===== src/rtl/sint_accum.sv =====
// sint_accum: sums DEPTH signed WIDTH-bit samples per frame and reports the sum plus a sticky overflow flag.
// Latency: the result is valid on the first edge after the frame's last sample is accepted.
// Backpressure: one result is held; I_ready stays low while O_valid is high, until O_ready takes the result.
// Ports: CLK, RESET (sync, active-high); I_valid/I_ready/I_data in; O_valid/O_ready/O_data/O_overflow out.
// Build option: define SINT_ACCUM_SAT_EN to saturate overflowing additions instead of wrapping.
module sint_accum #(
  parameter int WIDTH = 8,
  parameter int DEPTH = 4
) (
  input  logic             CLK,
  input  logic             RESET,
  input  logic             I_valid,
  output logic             I_ready,
  input  logic [WIDTH-1:0] I_data,
  output logic             O_valid,
  input  logic             O_ready,
  output logic [WIDTH-1:0] O_data,
  output logic             O_overflow
);

  localparam int CW = (DEPTH > 1) ? $clog2(DEPTH) : 1;
  localparam logic [CW-1:0] LAST = CW'(DEPTH - 1);

  typedef enum logic {ACC, OUT} state_t;

  state_t           state_q, state_d;
  logic [WIDTH-1:0] acc_q, acc_d;
  logic [CW-1:0]    cnt_q, cnt_d;
  logic             ovf_q, ovf_d;      // sticky flag of the frame in progress
  logic [WIDTH-1:0] odata_q, odata_d;
  logic             oovf_q, oovf_d;

  logic [WIDTH-1:0] sum_raw;
  logic [WIDTH-1:0] sum;
  logic             ovf_add;
  logic             in_xfer;
  logic             out_xfer;

  // Overflow: equal operand signs and a result sign that differs from them.
  always_comb begin
    sum_raw = acc_q + I_data;
    ovf_add = (acc_q[WIDTH-1] == I_data[WIDTH-1]) && (sum_raw[WIDTH-1] != acc_q[WIDTH-1]);
  end

`ifdef SINT_ACCUM_SAT_EN
  localparam logic [WIDTH-1:0] MAX_V = {1'b0, {(WIDTH-1){1'b1}}};
  localparam logic [WIDTH-1:0] MIN_V = {1'b1, {(WIDTH-1){1'b0}}};

  // Direction of the overflow follows the common operand sign.
  always_comb begin
    sum = sum_raw;
    if (ovf_add) begin
      sum = acc_q[WIDTH-1] ? MIN_V : MAX_V;
    end
  end
`else
  always_comb begin
    sum = sum_raw;
  end
`endif

  always_comb begin
    state_d  = state_q;
    acc_d    = acc_q;
    cnt_d    = cnt_q;
    ovf_d    = ovf_q;
    odata_d  = odata_q;
    oovf_d   = oovf_q;
    I_ready  = (state_q == ACC);
    O_valid  = (state_q == OUT);
    in_xfer  = I_valid && I_ready;
    out_xfer = O_valid && O_ready;

    case (state_q)
      ACC: begin
        if (in_xfer) begin
          if (cnt_q == LAST) begin
            // Last sample: publish the result and start a clean frame.
            odata_d = sum;
            oovf_d  = ovf_q | ovf_add;
            acc_d   = '0;
            cnt_d   = '0;
            ovf_d   = 1'b0;
            state_d = OUT;
          end else begin
            acc_d = sum;
            cnt_d = cnt_q + CW'(1);
            ovf_d = ovf_q | ovf_add;
          end
        end
      end
      OUT: begin
        if (out_xfer) begin
          state_d = ACC;
        end
      end
      default: state_d = ACC;
    endcase
  end

  always_ff @(posedge CLK) begin
    if (RESET) begin
      state_q <= ACC;
      acc_q   <= '0;
      cnt_q   <= '0;
      ovf_q   <= 1'b0;
      odata_q <= '0;
      oovf_q  <= 1'b0;
    end else begin
      state_q <= state_d;
      acc_q   <= acc_d;
      cnt_q   <= cnt_d;
      ovf_q   <= ovf_d;
      odata_q <= odata_d;
      oovf_q  <= oovf_d;
    end
  end

  assign O_data     = odata_q;
  assign O_overflow = oovf_q;

endmodule


===== config.mk =====
export PLATFORM = sky130hd
export DESIGN_NAME = sint_accum
export DESIGN_NICKNAME = d
export VERILOG_FILES = /design/src/rtl/sint_accum.sv
export SDC_FILE = /design/constraint.sdc
export NUM_CORES = 1
export LEC_CHECK = 0
export BUFFER_PORTS_ARGS = -buffer_cell sky130_fd_sc_hd__clkbuf_2
export CORE_AREA = 2 2 49 51
export DETAILED_ROUTE_END_ITERATION = 10
export DIE_AREA = 0 0 51 53
export GPL_ROUTABILITY_DRIVEN = 0
export PLACE_DENSITY = 0.79
export SYNTH_ARGS = -nofsm -noshare
export SYNTH_HDL_FRONTEND = slang
export SYNTH_SLANG_ARGS = --single-unit

===== constraint.sdc =====
create_clock -name CLK -period 2.7 [get_ports CLK]
set_input_delay 0.135 -clock CLK [delete_from_list [all_inputs] [get_ports CLK]]
set_output_delay 0.135 -clock CLK [all_outputs]
set_load 0.02 [all_outputs]

# ---- Word-level counts from Yosys, hierarchy flattened
# Index checks and enable logic that the tools add are counted.
dict set report op_classes {
  mux 7
  add_sub_neg 2
  n_eq_ne 3
  n_reduce_logical 5
  n_bitwise 2
}
# operator count
set ops {}
lappend ops {{8-bit adder} 1}
lappend ops {{8-bit two-way mux} 1}
lappend ops {{1-bit two-way mux} 4}
lappend ops {{1-bit logical AND} 3}
lappend ops {{3-bit AND reduction} 1}
lappend ops {{2-bit by 1-bit adder with 2-bit output (second input constant)} 1}
lappend ops {{2-bit == test (second input constant)} 1}
lappend ops {{2-bit two-way mux} 1}
lappend ops {{1-bit one-hot mux with 2 select lines} 1}
lappend ops {{2-bit AND reduction} 1}
lappend ops {{1-bit == test} 1}
lappend ops {{1-bit inequality test} 1}
lappend ops {{1-bit inverter} 1}
lappend ops {{1-bit bitwise OR} 1}
dict set report word_totals {
  wordCells 25
  out_inout_bits 11
  register_bits 21
  inputBits 12
}

# ---- Longest topological paths before layout
dict set report depth {
  depth_word 5
  depth_mapped 7
  ltp_nobuf 7
}

# ---- Worst setup path after synthesis
# OpenSTA, ideal clock, no wires.
dict set report synth_timing {
  kind {register -> register}
  from {reg acc_q[0]}
  to {reg acc_q[6]}
  setup_slack_ps 720
  path_buffers 0
  required_time_ps 2599
  period_less_slack_ps 1980
  setup_time_ps 101
  arrival_ps 1879
  stages_incl_launch_ff 8
  cell_sequence {dfxtp_1 ha_1 fa_1 a21o_1 a311o_1 a21oi_1 xor2_1 o41ai_1}
}
dict set report synth_via {
  elab_chain_cells 2
}
# item line_no
set synth_rtl {}
lappend synth_rtl {{from (decl)} 27} ;# logic [WIDTH-1:0] acc_q, acc_d;
lappend synth_rtl {{from (signal assigned)} 104} ;# acc_q <= '0;
lappend synth_rtl {{from (signal assigned)} 111} ;# acc_q <= acc_d;
lappend synth_rtl {{8-bit adder} 41} ;# sum_raw = acc_q + I_data;
lappend synth_rtl {{8-bit two-way mux} 77} ;# if (cnt_q == LAST) begin
# No other way between the ends.
# A chain may end at the register's enable or synchronous reset.

# ---- Worst setup path in the final report
# Same ends and word-level chain as after synthesis.

==> flow_summary_export.csv <==
group,metric,value,unit
sta,fin_crit_sh,80.6,%
cts,cts_setup_buffers,0,
cts,root_buffer,"clkbuf_4",
worst_setup_path,r2r_slack,0.52,ns
sta,hold_violations,0,
yosys,ys_async_sr_fraction,0,%
route,ant_nets,0,
cts,cts_max_path_buffers,2,
place,portBuffers,22,
global_route,grt_first_pass_wirelength,4350,µm
sta,finalCriticalPeriod,2.18,ns
place,dp_cells,173,
yosys,yosys-top-cells-area,"dfxtp_1 (38%), ha_1 (8.9%), nand2_1 (7.4%)",
global_route,grt_pass1_vias,971,
worst_setup_path,critPathMaxFanout,3,
die,initial_core_util,52.2,%
cts,clkLatencyLatePin,0.29,ns
worst_setup_path,endpoint_kind,"register",
yosys,syn-num-nets,149,
outcome,status,"finished clean",
final_layout,area_delta_synth_final,13.6,%
sta,fin_skew,0.000945,ns
global_route,overflow,0,
final_layout,nets,171,
yosys,ys_types,35,
min_path,holdCritPathClass,"in -> reg",
power_and_ir_drop,powerDensity,545,nW/µm²
yosys,yosysWarnings,0,
sta,clock.fmax,459,MHz
yosys,syn_inst,128,
yosys,yosysMostFrequentCell,"nand2_1",
sta,worst_pin_slew,0.493,ns
die,fp.dieArea,2700,µm²
power_and_ir_drop,peakVddDrop,0.341,mV
die,pin_count,23,
sta,slew_violations,0,
route,drtIter0Drc,15,
cts,hold_buffers,0,
route,avgRoutedWirePerCell,14.3,µm
power_and_ir_drop,p_leak,0.538,nW
worst_setup_path,start_kind,"register",
die,die_h,53,µm
global_route,grt_max_degree,24,
route,first_pass_iters,4,
route,routed_wl,2530,µm
die,num_rows,17,
worst_setup_path,cp.arrival,2.37,ns
yosys,ys_seq_elements,21,
yosys,syn-mean-instance-area,8.76,µm²
die,fp.dieW,51,µm
yosys,yosysTopAreaCell,"dfxtp_1",
cts,clkTransAtPathRegs,0.11,ns
sta,final-setup-viol-count,0,
die,core,2150,µm²
cts,cts_max_level,1,
yosys,netlist_area,1120,µm²
yosys,synth_edf_count,0,
route,vias_per_cell,5.68,
global_route,antenna_found_initial,0,
yosys,synth_top_area_share,37.5,%
sta,slew_headroom,67.1,%
yosys,synth_ff_type,"dfxtp_1",
final_layout,drive_above_1_share,21.5,%
sta,rsz0062_at_grt,"no",
job,drv_cap,0,
cts,ctsResizeCount,0,
place,hpwl,1960,µm
worst_setup_path,crit_type,"reg -> reg",
sta,timing.hold.ws,0.105,ns
sta,setup_tns,0,ns
worst_setup_path,worstPathRequired,2.89,ns
final_layout,diodes,0,
route,vias,1005,
cts,cts_inserted_buffers,3,
final_layout,fillCellCount,200,
yosys,netlist_top_cells_count,"nand2_1 (22), dfxtp_1 (21), a21oi_1 (16), nor2_1 (9), ha_1 (8)",
yosys,seq_area_frac_synth,37.5,%
final_layout,fin_cells,177,
global_route,grtUsageTotal,21.5,%
route,drc,0,
cts,cts_tree,"built",
cts,cts_sinks,21,
[worst paths after layout]
kind,from,end,depth (start not counted)
worst max-delay path,acc_q[0],acc_q[6],7
worst min-delay path,O_ready,O_valid,3
worst max register to register,acc_q[0],acc_q[6],7
worst min register to register,O_data[4],O_data[4],2
[through the flow]
| stage | area (µm²) | setup WS, ns | util [%] | power, mW |
|---|---|---|---|---|
| after global routing | 1270 | 0.385 | 59.3 | 0.739 |
| final | 1270 | 0.524 | 59.3 | 0.694 |
| after global placement | 1250 | 0.663 | 58.1 | 0.539 |
| after floorplan | 1120 | 0.720 | - | 0.500 |
| after CTS | 1270 | 0.534 | 59.3 | 0.699 |
| after detailed placement | 1250 | 0.545 | 58.1 | 0.549 |
[worst max-delay path, stage by stage (launching register included)]
cell	delay (ns)
dfxtp_1	0.34
ha_1	0.22
fa_1	0.41
a21o_1	0.21
a311o_1	0.35
a21oi_1	0.17
xor2_1	0.10
o41ai_1	0.27
[sequential cells by signal, indices dropped and copies added, names as in the netlist]
name / cells
O_data: 8
acc_q: 8
cnt_q: 2
O_overflow: 1
O_valid: 1
ovf_q: 1
[power by group]
part	total [mW]	internal, mW	switching [mW]
logic	0.202	0.0834	0.118
clock network	0.148	0.0575	0.0906
registers	0.344	0.330	0.0146
total	0.694	0.471	0.224
[cell usage in the layout, fill, tap and decap left out, types with 2 or more instances in the layout]
master and n:
a211oi_1 2, a21o_1 3, a21oi_1 16, a22oi_1 4, and2_1 3, clkbuf_2 22
clkbuf_4 3, dfxtp_1 21, ha_1 8, inv_1 2, nand2_1 22, nand3b_1 4
nor2_1 9, nor3_1 4, o31ai_1 2, xnor2_1 2, xor2_1 3
[final cells by class]
type                            instances  area, µm²  area share, %
Inverter                                2       7.51          0.589
Multi-Input combinational cell        100        674           52.9
Timing Repair Buffer                   22        110           8.64
Tap cell                               28       35.0           2.75
Sequential cell                        21        420           33.0
Clock buffer                            4       26.3           2.06
[kinds of logic (layout without fill, tap and decap cells)]
kind of cell               Yosys count  in the layout  synth area share (%)
DFF                                 21             21                  37.5
and+or+nand+nor                     47             47                  19.2
AOI/OAI and AO/OA                   39             39                  26.3
xor gates and xnor gates             5              5                  3.91
adders and majority gates            9              9                  10.7
buffers and inverters                7             28                  2.34
[metal layers]
layer | GRT usage [%] | wire [µm]
met1 | 26.7 | 1160
met2 | 36.8 | 1250
met3 | 3.95 | 91
met4 | 8.56 | 32
met5 | 0 | 0
No activity file was read; power rests on OpenSTA's default activity.
